File: src/rtl/dmem_port_arbiter_pkg.sv
// Shared types and constants for the data-memory port arbiter.
package dmem_port_arbiter_pkg;

    localparam int DMEM_TIMEOUT = 255;
    localparam int ADDR_WIDTH   = 32;
    localparam int DATA_WIDTH   = 32;

    typedef logic [ADDR_WIDTH-1:0] address_t;
    typedef logic [DATA_WIDTH-1:0] memory_word_t;

    typedef enum logic [1:0] {
        IDLE = 2'd0,
        BUSY = 2'd1,
        RESP = 2'd2
    } arb_state_t;

    // Requester ids double as scan positions for the round-robin picker.
    typedef enum logic [1:0] {
        REQ_ST   = 2'd0,
        REQ_LD1  = 2'd1,
        REQ_LD2  = 2'd2,
        REQ_NONE = 2'd3
    } req_id_t;

    // Observation bundle: FSM state, current grant and round-robin pointer.
    typedef struct packed {
        arb_state_t state;
        req_id_t    gnt;
        logic [1:0] rr_ptr;
    } arb_dbg_t;

    // Pointer value that puts the requester after the winner first in line.
    function automatic logic [1:0] rr_next(input req_id_t winner);
        logic [1:0] nxt;
        case (winner)
            REQ_ST:  nxt = 2'd1;
            REQ_LD1: nxt = 2'd2;
            default: nxt = 2'd0;
        endcase
        return nxt;
    endfunction

endpackage

File: src/rtl/dmem_port_arbiter_rr_pick3.sv
// Combinational 3-way round-robin picker: scans rr_ptr, rr_ptr+1, rr_ptr+2 (mod 3).
module rr_pick3
    import dmem_port_arbiter_pkg::*;
(
    input  logic [2:0] req,
    input  logic [1:0] rr_ptr,
    output req_id_t    winner,
    output logic       valid
);

    logic [2:0] idx;

    // Walk the scan order backwards so the earliest asserted position wins.
    always_comb begin
        winner = REQ_NONE;
        valid  = 1'b0;
        idx    = 3'd0;
        for (int i = 2; i >= 0; i--) begin
            idx = {1'b0, rr_ptr} + 3'(i);
            if (idx >= 3'd3) begin
                idx = idx - 3'd3;
            end
            if (req[idx]) begin
                winner = req_id_t'(idx[1:0]);
                valid  = 1'b1;
            end
        end
    end

endmodule

File: src/rtl/dmem_port_arbiter.sv
// Shares one data-memory port between two load miss paths and the LSQ
// store-retire path: round-robin grant, one transaction in flight,
// response watchdog.
//
// Handshake: requesters hold req (level) with stable address/data until
// they see their done pulse or withdraw it; the memory sees mem_req high for
// the whole transaction and ends it with a single-cycle mem_ack, with
// mem_rdata valid in that same cycle. Acks outside BUSY are ignored.
module dmem_port_arbiter
    import dmem_port_arbiter_pkg::*;
#(
    parameter int ADDR_W  = ADDR_WIDTH,
    parameter int DATA_W  = DATA_WIDTH,
    parameter int TIMEOUT = DMEM_TIMEOUT,
    parameter int CNT_W   = 8
)(
    input  logic              clk,
    input  logic              reset,
    input  logic              ld_req1,
    input  logic [ADDR_W-1:0] ld_addr1,
    output logic              data_ready1,
    output logic [DATA_W-1:0] data_response1,
    input  logic              ld_req2,
    input  logic [ADDR_W-1:0] ld_addr2,
    output logic              data_ready2,
    output logic [DATA_W-1:0] data_response2,
    input  logic              st_req,
    input  logic [ADDR_W-1:0] st_addr,
    input  logic [DATA_W-1:0] st_data,
    output logic              st_done,
    output logic              mem_req,
    output logic              mem_we,
    output logic [ADDR_W-1:0] mem_addr,
    output logic [DATA_W-1:0] mem_wdata,
    input  logic              mem_ack,
    input  logic [DATA_W-1:0] mem_rdata,
    output logic              mem_err,
    output logic              busy,
    output arb_dbg_t          dbg
);

    arb_state_t        state_q, state_d;
    req_id_t           gnt_q, gnt_d;
    logic [1:0]        rr_ptr_q, rr_ptr_d;
    logic [CNT_W-1:0]  cnt_q, cnt_d;
    logic [ADDR_W-1:0] addr_q, addr_d;
    logic [DATA_W-1:0] wdata_q, wdata_d;
    logic [DATA_W-1:0] rdata_q, rdata_d;
    logic [DATA_W-1:0] resp1_q, resp1_d;
    logic [DATA_W-1:0] resp2_q, resp2_d;
    logic              mem_err_q, mem_err_d;

    req_id_t           pick_winner;
    logic              pick_valid;
    logic              in_resp;

    rr_pick3 u_pick (
        .req    ({ld_req2, ld_req1, st_req}),
        .rr_ptr (rr_ptr_q),
        .winner (pick_winner),
        .valid  (pick_valid)
    );

    // Done pulses fire in RESP only while the granted requester still wants
    // the result; a withdrawn request means the pipeline flushed it.
    assign in_resp     = (state_q == RESP);
    assign data_ready1 = in_resp && (gnt_q == REQ_LD1) && ld_req1;
    assign data_ready2 = in_resp && (gnt_q == REQ_LD2) && ld_req2;
    assign st_done     = in_resp && (gnt_q == REQ_ST)  && st_req;

    // Response buses show fresh data during the pulse and hold otherwise.
    assign data_response1 = data_ready1 ? rdata_q : resp1_q;
    assign data_response2 = data_ready2 ? rdata_q : resp2_q;

    assign mem_req   = (state_q == BUSY);
    assign mem_we    = (state_q == BUSY) && (gnt_q == REQ_ST);
    assign mem_addr  = addr_q;
    assign mem_wdata = wdata_q;
    assign mem_err   = mem_err_q;
    assign busy      = (state_q != IDLE);
    assign dbg       = '{state: state_q, gnt: gnt_q, rr_ptr: rr_ptr_q};

    // Next-state logic: grant in IDLE, wait/watchdog in BUSY, one-cycle RESP.
    always_comb begin
        state_d   = state_q;
        gnt_d     = gnt_q;
        rr_ptr_d  = rr_ptr_q;
        cnt_d     = cnt_q;
        addr_d    = addr_q;
        wdata_d   = wdata_q;
        rdata_d   = rdata_q;
        resp1_d   = resp1_q;
        resp2_d   = resp2_q;
        mem_err_d = 1'b0;

        case (state_q)
            IDLE: begin
                if (pick_valid) begin
                    gnt_d    = pick_winner;
                    rr_ptr_d = rr_next(pick_winner);
                    cnt_d    = '0;
                    state_d  = BUSY;
                    case (pick_winner)
                        REQ_ST: begin
                            addr_d  = st_addr;
                            wdata_d = st_data;
                        end
                        REQ_LD1: begin
                            addr_d  = ld_addr1;
                            wdata_d = '0;
                        end
                        REQ_LD2: begin
                            addr_d  = ld_addr2;
                            wdata_d = '0;
                        end
                        default: ;
                    endcase
                end
            end
            BUSY: begin
                // An ack on the watchdog's last cycle still completes normally.
                if (mem_ack) begin
                    rdata_d = mem_rdata;
                    cnt_d   = '0;
                    state_d = RESP;
                end else if (cnt_q == CNT_W'(TIMEOUT - 1)) begin
                    cnt_d     = '0;
                    gnt_d     = REQ_NONE;
                    mem_err_d = 1'b1;
                    state_d   = IDLE;
                end else begin
                    cnt_d = cnt_q + CNT_W'(1);
                end
            end
            RESP: begin
                if (data_ready1) begin
                    resp1_d = rdata_q;
                end
                if (data_ready2) begin
                    resp2_d = rdata_q;
                end
                gnt_d   = REQ_NONE;
                state_d = IDLE;
            end
            default: begin
                gnt_d   = REQ_NONE;
                state_d = IDLE;
            end
        endcase
    end

    // State and capture registers; reset abandons any in-flight transaction.
    always_ff @(posedge clk) begin
        if (reset) begin
            state_q   <= IDLE;
            gnt_q     <= REQ_NONE;
            rr_ptr_q  <= 2'd0;
            cnt_q     <= '0;
            addr_q    <= '0;
            wdata_q   <= '0;
            rdata_q   <= '0;
            resp1_q   <= '0;
            resp2_q   <= '0;
            mem_err_q <= 1'b0;
        end else begin
            state_q   <= state_d;
            gnt_q     <= gnt_d;
            rr_ptr_q  <= rr_ptr_d;
            cnt_q     <= cnt_d;
            addr_q    <= addr_d;
            wdata_q   <= wdata_d;
            rdata_q   <= rdata_d;
            resp1_q   <= resp1_d;
            resp2_q   <= resp2_d;
            mem_err_q <= mem_err_d;
        end
    end

endmodule

File: config.mk
export PLATFORM = sky130hd
export DESIGN_NAME = dmem_port_arbiter
export DESIGN_NICKNAME = d
export VERILOG_FILES = /design/src/rtl/dmem_port_arbiter_pkg.sv /design/src/rtl/dmem_port_arbiter_rr_pick3.sv /design/src/rtl/dmem_port_arbiter.sv
export SDC_FILE = /design/constraint.sdc
export NUM_CORES = 1
export LEC_CHECK = 0
export ABC_AREA = 1
export BUFFER_PORTS_ARGS = -buffer_cell sky130_fd_sc_hd__buf_2
export CAP_MARGIN = 20
export CORE_ASPECT_RATIO = 1.4
export CORE_MARGIN = 1.5
export CORE_UTILIZATION = 50
export DETAILED_ROUTE_END_ITERATION = 10
export PLACE_DENSITY = 0.88
export SETUP_SLACK_MARGIN = 0.4
export SYNTH_ARGS = -nofsm -noshare
export SYNTH_HDL_FRONTEND = slang
export SYNTH_SLANG_ARGS = --single-unit
File: constraint.sdc
create_clock -name clk -period 3.3 [get_ports clk]
set_input_delay 0.165 -clock clk [delete_from_list [all_inputs] [get_ports clk]]
set_output_delay 0.165 -clock clk [all_outputs]
set_load 0.05 [all_outputs]
== Word level (Yosys, flattened, before mapping) ==
Index checks and enable logic that the tools add are counted.

* Input bits: 166
* Bits in writable memories: 0
* Memories kept: 0
* Bits in latches: 0
* Register bits after elaboration: 175
* Memory bits (read-only): 0
* Output and inout bits: 141
* Word-level logic and storage cells: 90

* Divide/modulo/power cells: 0
* $mul: 0
* Magnitude comparators: 6
* Shift-type cells: 0
* Bitwise gates (word level): 1
* $add $sub $neg: 6
* Reduce and logical (&&, ||, !) cells: 23
* Multiplexer cells: 33
* Equal/unequal tests: 11

{| class="wikitable"
|+ Operator list
! operator !! count
|-
| case mux 32 bit (3 select lines) || 1
|-
| two-way mux 32 bit || 2
|-
| case mux 32 bit (2 select lines) || 1
|-
| two-way mux 8 bit || 3
|-
| two-way mux 2 bit || 9
|-
| case mux 8 bit (2 select lines) || 1
|-
| case mux 2 bit (2 select lines) || 3
|-
| less-than comparator 3 bit, second input constant || 3
|-
| two-way mux 3 bit || 3
|-
| AND reduction 3 bit || 3
|-
| adder 8 x 1 -> 8 bit, second input constant || 1
|-
| equality test 8 bit, second input constant || 1
|-
| AND reduction 2 bit || 4
|-
| logical AND 1 bit || 7
|-
| two-way mux 1 bit || 7
|-
| binary-select mux 1 bit (select 2 bit) || 3
|-
| equality test 2 x 1 -> 1 bit, second input constant || 3
|-
| equality test 2 bit, second input constant || 3
|-
| >= comparator 3 x 2 -> 1 bit, second input constant || 2
|-
| zero test 2 bit || 3
|-
| nonzero test 2 bit || 3
|-
| subtractor 3 x 2 -> 3 bit, second input constant || 2
|-
| inequality test 2 bit, second input constant || 2
|-
| adder 2 x 1 -> 3 bit, second input constant || 1
|-
| 9 further kinds || 9
|}

== Depth between registers and ports, before layout ==
Gate-level depths: netlist of run 1.

* Depth after elaboration: 12
* Gate-level depth with buffers: 19
* Mapped depth without buffers: 18

== Hierarchy ==
From an unflattened synthesis of run 1, not the netlist that was laid out.

* Cells, all modules: 1093
* Area total of the unflattened synthesis: 7785.0 µm²

{| class="wikitable"
|+ Modules (own cells, without submodules)
! module !! instances !! cells each !! area an instance (µm²) !! seq. area each (µm²)
|-
| dmem_port_arbiter || 1 || 1053 || 7573.5 || 3503.4
|-
| rr_pick3 || 1 || 40 || 211.5 || 0.0
|}

== Worst setup path before layout of run 1 ==
No wires, ideal clock.

* Path type: reg2reg
* Start: reg rr_ptr_q[0]
* End: reg addr_q[23], in the netlist mem_addr[23]
* Arrival: 2.888 ns
* Setup time: 0.064 ns
* Period minus slack after synthesis: 2.952 ns
* Setup slack: 0.348 ns
* Required time: 3.236 ns
* Buffers on the path: 3
* Stages on the path, launching flop included: 20
* Cell sequence: dfxtp_1 -> inv_1 -> ha_1 -> inv_2 -> nand2_1 -> nand2_1 -> nand2_1 -> nand2_1 -> a21oi_1 -> nand2_1 -> nand2_1 -> inv_1 -> ha_1 -> buf_2 -> buf_2 -> clkbuf_1 -> a21oi_1 -> nand4_1 -> nand2_1 -> nor2_1

* Cells in the longest elaborated chain, start to end: 11
* Elaborated cells on any way between the ends: 29
* Those cells by class: add/sub: 5; order compare: 3; eq/ne: 2; mux: 16; reduce/logical: 3

{| class="wikitable"
|+ Ends and longest elaborated chain
! element !! line !! text
|-
| start: declaration || dmem_port_arbiter.sv:44 || <nowiki>logic [1:0] rr_ptr_q, rr_ptr_d;</nowiki>
|-
| start signal: assignment || dmem_port_arbiter.sv:168 || <nowiki>rr_ptr_q <= rr_ptr_d;</nowiki>
|-
| adder 2 x 2 -> 3 bit || dmem_port_arbiter_rr_pick3.sv:19 || <nowiki>idx = {1'b0, rr_ptr} + 3'(i);</nowiki>
|-
| subtractor 3 x 2 -> 3 bit or >= comparator 3 x 2 -> 1 bit (tied branches) || dmem_port_arbiter_rr_pick3.sv:21, dmem_port_arbiter_rr_pick3.sv:20 ||
|-
| two-way mux 3 bit || dmem_port_arbiter_rr_pick3.sv:20 || <nowiki>if (idx >= 3'd3) begin</nowiki>
|-
| binary-select mux 1 bit (select 2 bit) || dmem_port_arbiter_rr_pick3.sv:23 || <nowiki>if (req[idx]) begin</nowiki>
|-
| two-way mux 1 bit (not written as such) || dmem_port_arbiter_rr_pick3.sv:23 ||
|-
| two-way mux 2 bit (3 in a row) || dmem_port_arbiter_rr_pick3.sv:23 ||
|-
| equality test 2 bit, or another cell as far along || dmem_port_arbiter.sv:103 || <nowiki>case (pick_winner)</nowiki>
|-
| nonzero test 3 bit (no line) || -- ||
|-
| AND reduction 3 bit (no line) || -- ||
|-
| end signal: assignment || dmem_port_arbiter.sv:170 || <nowiki>addr_q <= addr_d;</nowiki>
|-
| end: declaration || dmem_port_arbiter.sv:46 || <nowiki>logic [ADDR_W-1:0] addr_q, addr_d;</nowiki>
|}

Several ways; a longest one is shown, not always the timed one. The select of a mux whose other input is x is not followed.
A chain may end at the register's enable or synchronous reset.

== Worst setup path after layout of run 1 ==
* Start: reg state_q[1]
* End: out data_response1[31]

* Cells in the longest elaborated chain, start to end: 4

{| class="wikitable"
|+ Ends and longest elaborated chain
! element !! line !! text
|-
| start: declaration || dmem_port_arbiter.sv:42 || <nowiki>arb_state_t state_q, state_d;</nowiki>
|-
| start signal: assignment || dmem_port_arbiter.sv:166 || <nowiki>state_q <= state_d;</nowiki>
|-
| equality test 2 bit || dmem_port_arbiter.sv:66 || <nowiki>assign in_resp = (state_q == RESP);</nowiki>
|-
| logical AND 1 bit (2 in a row) || dmem_port_arbiter.sv:67 || <nowiki>assign data_ready1 = in_resp && (gnt_q == REQ_LD1) && ld_req1;</nowiki>
|-
| two-way mux 32 bit || -- ||
|-
| end: declaration || dmem_port_arbiter.sv:22 || <nowiki>output logic [DATA_W-1:0] data_response1,</nowiki>
|}

Every way passes these cells.

==> summary.md, run 1 <==
| Metric | Value |
|---|---|
| Mux cell area share after synthesis | `0%` |
| Status | `complete, no violations` |
| Final hold slack | `0.0149 ns` |
| Largest family of logic cells by synthesized area | `simple AND/OR/NAND/NOR gates` |
| Final Hold Vio Count | `0` |
| Dpl ws | `0.326 ns` |
| Power density over the cells | `1040 nW/µm²` |
| Clock sinks | `175` |
| Detail Placement HPWL | `17600 µm` |
| Cells after Synth | `1282` |
| Final WL | `25400 µm` |
| Largest net degree at the start of global routing | `66` |
| Die Footprint | `17800 µm²` |
| Residual DRC | `0` |
| Syn Nets | `1458` |
| Pre-Repair DR Iteration Count | `5` |
| Die width | `113 µm` |
| Global-route wire length before repair | `39400 µm` |
| CTS Buf Count | `17` |
| CTS tree | `done` |
| Routed vias/inst | `5.12` |
| Vias in the first global route | `8370` |
| Xor-xnor portion of the synthesized cell area | `0.309%` |
| Critical Path Max Stage Delay | `0.41 ns` |
| Hold Startpoint | `mem_rdata[16]` |
| Maximum buffer depth of the clock tree | `2` |
| Tmin final | `2.68 ns` |
| Worst-Margin Slew | `0.656 ns` |
| Rel. slew slack | `56.3%` |
| LEAKAGE | `6.27 nW` |
| GRT overflow | `0` |
| Clk Latency, worst-skew pair | `0.43 ns` |
| Initial antenna violation count | `2` |
| CP arrival | `2.52 ns` |
| CP Max Fanout | `33` |
| Fraction of the mapped netlist area in simple logic gates | `33.5%` |
| Ratio of cells with drive above 1 in the final layout | `28.9%` |
| Post-route ant nets | `0` |
| Starting DRT DRC Count | `732` |
| Area of the multi-input gates | `3920 µm²` |
| Core area | `16700 µm²` |
| Setup ws final | `0.616 ns` |
| Clock Root Buffer | `clkbuf_16` |
| IO buf count | `306` |
| H-tree levels | `4` |
| Fraction of the mapped netlist area in adder cells | `1.47%` |
| Synth Area per Inst | `6.63 µm²` |
| Flop2flop setup slack | `0.69 ns` |
| Io pins | `307` |
| GRT Util Overall | `27.7%` |
| Crit share post-route | `81.3%` |
| Final non-filler cell total | `1767` |
| Required @ worst endpoint | `3.13 ns` |
| Row cnt | `56` |
| Register area share after synthesis | `41.2%` |
| Post-synth cell types | `24` |
| Critical path startpoint | `state_q[1]` |
| Critical path class | `reg2out` |
| RSZ-0062 raised after global routing | `no` |
| Clock Skew | `0.0133 ns` |
| Die H | `157 µm` |
| Number of max-cap violations | `0` |
| Seq cells post-synth | `175` |
| Slew Limit Fails | `0` |
| Mapped Area | `8490 µm²` |
| HP Class | `in2reg` |
| Most frequent cells in the layout | `nand2_1, buf_2, inv_1` |
| Dpl cells | `1726` |
| Vias | `9053` |
| Final net count | `1726` |
| Yosys warning total | `0` |
| Crit-path cells | `inv_2, nor2_2, nand4_2, buf_4, inv_1, buf_4, or2_2, o21ai_0, inv_1, buf_2` |
| Setup TNS | `0 ns` |
| Type of origin of the critical path | `flip-flop` |
| CTS clk-pin slew, worst paths | `0.07 ns` |
| Worst path slowest cell | `dfxtp_1` |
| DR WL/cell | `14.4 µm` |
| VDD IR-drop max | `1480 µV` |
| Initial Util | `50.9%` |
| # setup viols final | `0` |
| Register area | `3500 µm²` |
| Start of the worst register-to-register path | `rr_ptr_q[1]` |
| F_max | `373 MHz` |
| RePlAce Congestion | `0.863` |
| Fillers | `1463` |
| Compound-Gate Fraction of Synth Area | `10.5%` |
| Synthesis-to-layout area growth | `26.8%` |
| Fin util | `64.6%` |
| Most common cell after layout, fill and taps aside | `nand2_1` |
| CP Capture Type | `primary output` |
==> timing repair <==
action,in CTS,in global routing
hold buffers,4,0
pin swaps,0,1
gates resized for setup,1,3
setup buffers,0,4
endpoints found under the setup margin,17,56
endpoints found under the hold margin,4,0
==> logic make-up (layout without fill, tap and decap cells) <==
group,count (synthesis),count (layout)
adders and majority gates,10,10
and+or+nand+nor,641,641
buffers and inverters,276,556
other,0,2
AOI/OAI and AO/OA,177,177
xor gates and xnor gates,3,3
DFF,175,175
==> routing by layer <==
layer / wire (µm) / GRT usage [%]
met5: 0 / 0
met4: 882 / 11.5
met3: 2050 / 6.97
met2: 12600 / 49.8
met1: 9890 / 31.2
==> where the power goes <==
part / leakage, nW / internal, mW / switching (mW)
combinational: 4.58 / 2.06 / 4.46
sequential: 1.43 / 2.49 / 0.213
clock: 0.269 / 1.08 / 0.885
total: 6.27 / 5.63 / 5.56
==> cells in the mapped netlist (all sizes together) <==
library cell	number	area, µm²
dfxtp	175	3500
nand3	49	255
xor2	3	26.3
nor2	144	543
inv	188	706
o21ai	69	345
nand2	310	1160
or2	65	407
a21oi	108	544
buf	23	149
nor4	1	6.26
clkbuf	63	244
nand4	72	469
ha	10	125
clkinv	2	7.51
==> registers in the layout, summed over array words and instances, names as in the netlist <==
register	cells
mem_wdata	32
mem_addr	32
gnt_q	2
cnt_q	8
resp1_q	32
resp2_q	32
mem_err	1
rdata_q	32
state_q	2
rr_ptr_q	2
==> cell type report <==
cell class,count,share of cell area (%)
timing repair buffer,335,16.7
sequential,175,32.5
clock inverter,12,1.21
inverter,190,6.62
clock buffer,19,4.11
antenna,2,0.0465
tap,203,2.36
multi-input combinational,831,36.4
==> worst paths after layout <==
kind / to / cells past startpoint
worst min register to register: rdata_q[7] / 2
worst min-delay path: rdata_q[16] / 3
worst max register to register: mem_addr[21] / 17
worst max-delay path: data_response1[31] / 10
==> worst max-delay path, delay by kind of cell, from the launching register on <==
| family | cells | cell delay [ns] |
|---|---|---|
| compound gates | 1 | 0.11 |
| buf+inv | 6 | 1.15 |
| flops | 1 | 0.41 |
| simple gates | 3 | 0.41 |
==> metrics by stage <==
step / total power, mW / cell area [µm²]
3_3_place_gp: 8.86 / 10100
2_1_floorplan: 7.63 / 8500
6_report: 11.2 / 10800
5_1_grt: 12.1 / 10800
4_1_cts: 11.0 / 10700
3_5_place_dp: 8.99 / 10100
(Power assumes the default switching activity.)
==> inputs of run 2 (changes only) <==
Settings changed: ABC_AREA 1 to 0, CORE_UTILIZATION 50 to 44, PLACE_DENSITY 0.88 to 0.84.
Clock period 3.3 ns to 2.4 ns, I/O delays scaled along.
==> summary.md, run 2 <==
| Metric | Value |
|---|---|
| Status | `finished with violations` |
| Failing checks | `negative setup slack` |
| Most common cell after layout, fill and taps aside | `buf_2` |
| Flop2flop setup slack | `-0.05 ns` |
| Initial antenna violation count | `4` |
| Most common cell in the netlist | `dfxtp_1` |
| Synth Area per Inst | `8.82 µm²` |
| Die H | `160 µm` |
| GRT overflow | `0` |
| Hold path cells | `2` |
| Clk Latency, worst-skew pair | `0.43 ns` |
| VDD IR-drop max | `1260 µV` |
| H-tree levels | `4` |
| Vias | `9169` |
| Slew Limit Fails | `0` |
| Post-synth top area share | `45.4%` |
| Seq cells post-synth | `175` |
| F_max | `408 MHz` |
| Critical path class | `reg2reg` |
| Cells after Synth | `875` |
| Number of flops mapped to enable cells by yosys | `0` |
| Setup ws final | `-0.0528 ns` |
| Syn Nets | `1051` |
| HP Class | `in2reg` |
| Power density over the cells | `1370 nW/µm²` |
| Final hold slack | `0.0477 ns` |
| Clock sinks | `175` |
| RePlAce Congestion | `0.895` |
| Area of the multi-input gates | `4360 µm²` |
| Synth area leaders | `dfxtp_1, mux2_2, a21oi_1` |
| Detail Placement HPWL | `17500 µm` |
| Core area | `17300 µm²` |
| Row cnt | `57` |
| CTS tree | `done` |
| # setup viols final | `6` |
| Synthesis-to-layout area growth | `68.6%` |
| Yosys warning total | `0` |
| Post-route ant nets | `0` |
| Most frequent cells after synthesis | `dfxtp_1, nand2_1, a21oi_1` |
| Design area | `13000 µm²` |
| Number of max-cap violations | `0` |
| Pwr Total | `17.9 mW` |
| Pre-Repair DR Iteration Count | `7` |
| Type of origin of the critical path | `flip-flop` |
| CTS Buf Count | `17` |
| Die width | `115 µm` |
| CTS clk-pin slew, worst paths | `0.08 ns` |
| Crit share post-route | `102%` |
| GRT Util Overall | `33.2%` |
| R2R cell count | `13` |
| Area leader, netlist | `dfxtp_1` |
| Largest net degree at the start of global routing | `68` |
| Vias in the first global route | `8772` |
| Tmin final | `2.45 ns` |
| Fillers | `1112` |
| Worst-Margin Slew | `0.600 ns` |
| Residual DRC | `0` |
| Post-DP Area | `9980 µm²` |
| Most frequent cells in the layout | `buf_2, dfxtp_1, nand2_1` |
| Final WL | `35800 µm` |
| IO buf count | `306` |
| CP arrival | `2.81 ns` |
| LEAKAGE | `5.57 nW` |
| Starting DRT DRC Count | `784` |
| Rel. slew slack | `59.6%` |
| Global-route wire length before repair | `47400 µm` |
| Final net count | `1460` |
| Routed vias/inst | `5.97` |
| Register area share after synthesis | `45.4%` |
| Die Footprint | `18400 µm²` |
| Fin util | `75.4%` |
| Final Hold Vio Count | `0` |
| Maximum buffer depth of the clock tree | `2` |
| DR WL/cell | `23.3 µm` |
| Main flop type after synthesis | `dfxtp_1` |
| Clock Root Buffer | `clkbuf_16` |
| CP Capture Type | `flip-flop` |
| RSZ-0062 raised after global routing | `yes` |
| Mapped Area | `7720 µm²` |
| Required @ worst endpoint | `2.76 ns` |
| Setup TNS | `-0.148 ns` |
| Register area | `3530 µm²` |
| Ratio of cells with drive above 1 in the final layout | `44.6%` |
| CP Max Fanout | `6` |
| Clock Skew | `0.0160 ns` |
| Initial Util | `44.7%` |
| Post-synth cell types | `56` |
| Ys async rst share | `0%` |
| Io pins | `307` |
[run 2: layer usage]
metal | part of all wire [%] | global-route usage [%] | vias to the layer above
met5 | 0 | 0 | -
met3 | 11 | 10.7 | 193
met4 | 7.2 | 20.3 | 0
li1 | - | - | 3941
met2 | 48 | 55.6 | 701
met1 | 34 | 36.0 | 4334
[run 2: path summary, 6_finish.rpt]
path,from,end
worst max-delay path,rr_ptr_q[0],mem_addr[7]
worst min-delay path,reset,rdata_q[18]
worst max register to register,rr_ptr_q[0],mem_addr[7]
worst min register to register,mem_addr[11],mem_addr[11]
[run 2: critical path, cell delays in order, from the launching register on]
cell and delay (ns):
dfxtp_4 0.38, inv_4 0.05, ha_4 0.24, o21a_1 0.21, a32o_2 0.22, o22a_2 0.26, inv_4 0.09, ha_4 0.15
buf_12 0.13, clkbuf_16 0.15, a22oi_2 0.07, o21ai_1 0.20, nand3_1 0.11, a21oi_1 0.13
[run 2: cell type report]
type,instances,share of cell area (%)
sequential,175,27.1
multi-input combinational,612,33.5
antenna,4,0.0769
timing repair buffer,467,32.0
clock inverter,15,1.37
clock buffer,17,3.27
inverter,11,0.394
tap,236,2.27
[run 2: through the flow]
| stage | instances | setup WS (ns) |
|---|---|---|
| finish | 1537 | -0.0528 |
| global route | 1535 | -0.128 |
| CTS | 1505 | 0.00971 |
| detailed placement | 1378 | -0.147 |
| global placement | 1378 | -0.0805 |
| floorplan | 875 | -0.0803 |
[run 2: kinds of logic after synthesis]
kind of cell    share of synthesized area (%)
compound gates                           20.1
fa+ha+maj                                1.62
buf+inv                                  5.64
flops                                    45.4
mux                                      9.47
simple gates                             17.8
[run 2: power by group]
group          total (mW)  switching, mW  internal (mW)
clock                2.88           1.44           1.43
combinational        11.0           6.81           4.17
sequential           4.00          0.454           3.55
[run 2: repair_timing]
action | 4_1_cts | 5_1_grt
pin swaps | 7 | 21
endpoints found under the setup margin | 141 | 142
gates cloned | 8 | 7
endpoints found under the hold margin | 64 | 0
resized for setup | 141 | 178
setup buffers | 23 | 21
hold buffers | 64 | 0
==> inputs of run 3 (changes only) <==
==> constraint.sdc (replaced) <==
create_clock -name clk -period 2.4 [get_ports clk]
set_input_delay 0.36 -clock clk [delete_from_list [all_inputs] [get_ports clk]]
set_output_delay 0.36 -clock clk [all_outputs]
set_load 0.05 [all_outputs]
==> summary.md, run 3 (same netlist as run 2, synthesis figures left out) <==
| Metric | Value |
|---|---|
| Status | `finished with violations` |
| Failing checks | `negative setup slack` |
| Global-route wire length before repair | `44000 µm` |
| Fin util | `71.2%` |
| Dpl ws | `-0.153 ns` |
| Final net count | `1388` |
| VDD IR-drop max | `1530 µV` |
| CP Max Fanout | `8` |
| Post-DP Area | `9930 µm²` |
| # setup viols final | `70` |
| LEAKAGE | `5.28 nW` |
| Initial Util | `44.7%` |
| Maximum buffer depth of the clock tree | `2` |
| CTS Buf Count | `17` |
| Number of max-cap violations | `0` |
| CTS clk-pin slew, worst paths | `0.08 ns` |
| Routed vias/inst | `5.65` |
| Largest net degree at the start of global routing | `108` |
| Required @ worst endpoint | `2.70 ns` |
| Most frequent cells in the layout | `buf_2, dfxtp_1, nand2_1` |
| Setup ws final | `-0.163 ns` |
| Die width | `115 µm` |
| DR WL/cell | `21.1 µm` |
| Worst-Margin Slew | `0.806 ns` |
| Slew Limit Fails | `0` |
| Clock Root Buffer | `clkbuf_16` |
| Design area | `12300 µm²` |
| Final hold slack | `0.172 ns` |
| Post-route ant nets | `0` |
| HP Class | `in2reg` |
| GRT overflow | `0` |
| F_max | `390 MHz` |
| Type of origin of the critical path | `flip-flop` |
| RSZ-0062 raised after global routing | `yes` |
| CTS tree | `done` |
| Pre-Repair DR Iteration Count | `5` |
| Final non-filler cell total | `1463` |
| Dpl cells | `1373` |
| Clock Skew | `0.0152 ns` |
| Starting DRT DRC Count | `726` |
| Io pins | `307` |
| Vias in the first global route | `8120` |
| Residual DRC | `0` |
| Synthesis-to-layout area growth | `59.4%` |
| CP arrival | `2.86 ns` |
| H-tree levels | `4` |
| Rel. slew slack | `46.2%` |
| Power density over the cells | `1370 nW/µm²` |
| Core area | `17300 µm²` |
| RePlAce Congestion | `0.842` |
| Die Footprint | `18400 µm²` |
| Final WL | `30900 µm` |
| IO buf count | `306` |
| Setup TNS | `-7.12 ns` |
| Pwr Total | `16.8 mW` |
| GRT Util Overall | `30.9%` |
| Clock sinks | `175` |
| CP Capture Type | `flip-flop` |
| Clk Latency, worst-skew pair | `0.43 ns` |
| Die H | `160 µm` |
| Flop2flop setup slack | `-0.16 ns` |
| Ratio of cells with drive above 1 in the final layout | `46.1%` |
| Tmin final | `2.56 ns` |
| Vias | `8273` |
| Crit share post-route | `107%` |
| Final Hold Vio Count | `0` |
| Row cnt | `57` |
| Detail Placement HPWL | `16100 µm` |
| Most common cell after layout, fill and taps aside | `buf_2` |
| Critical path class | `reg2reg` |
| Initial antenna violation count | `5` |
[run 3: cell types whose count changed in the layout (fill, tap and decap cells not counted), moves of 7 or more]
cell           change
dlygate4sd3_1     -64
o21ai_0           +13
o21ai_1           -20
a22oi_1            +9
buf_8             +13
buf_6             -14
o21ai_2            +7
a22oi_2            -9
[run 3: report_power, final]
group	total (mW)	leakage, nW	switching [mW]	internal [mW]
logic	9.96	3.56	6.42	3.54
registers	3.98	1.42	0.429	3.55
clock network	2.89	0.299	1.33	1.56
[run 3: critical path, stage by stage (launching register included)]
cell,delay (ns)
dfxtp_4,0.38
inv_4,0.05
ha_4,0.17
or2b_1,0.25
o21bai_4,0.19
a31oi_4,0.20
inv_2,0.09
ha_4,0.16
or3_4,0.49
clkbuf_16,0.22
o21ai_1,0.16
a21oi_1,0.08
[run 3: path summary, 6_finish.rpt]
path              depth (start not counted)             to     startpoint
hold / removal                            3    rdata_q[26]  mem_rdata[26]
hold reg to reg                           2    mem_addr[3]    mem_addr[3]
setup / recovery                         11  mem_wdata[14]    rr_ptr_q[0]
setup reg to reg                         11  mem_wdata[14]    rr_ptr_q[0]
[run 3: repair_timing]
item | in CTS | in global routing
setup buffers | 24 | 16
endpoints found under the setup margin | 135 | 143
cloned | 13 | 3
resized for setup | 254 | 46
hold buffers | 0 | 0
pin swaps | 8 | 5
[run 3: area by class of cell]
type                       count  area, µm²
tap                          236        295
antenna                        3       7.51
timing repair buffer         395       3470
multi-input combinational    612       4330
clock inverter                13        166
fill                        1188       4960
inverter                      11       48.8
clock buffer                  18        450
sequential                   175       3530
[run 3: metal layers]
metal	track usage, %	wire length (µm)	vias up
met2	55.3	15800	456
li1	-	-	3784
met5	0	29	-
met3	8.65	2470	126
met1	32.4	10700	3903
met4	15.8	1830	4
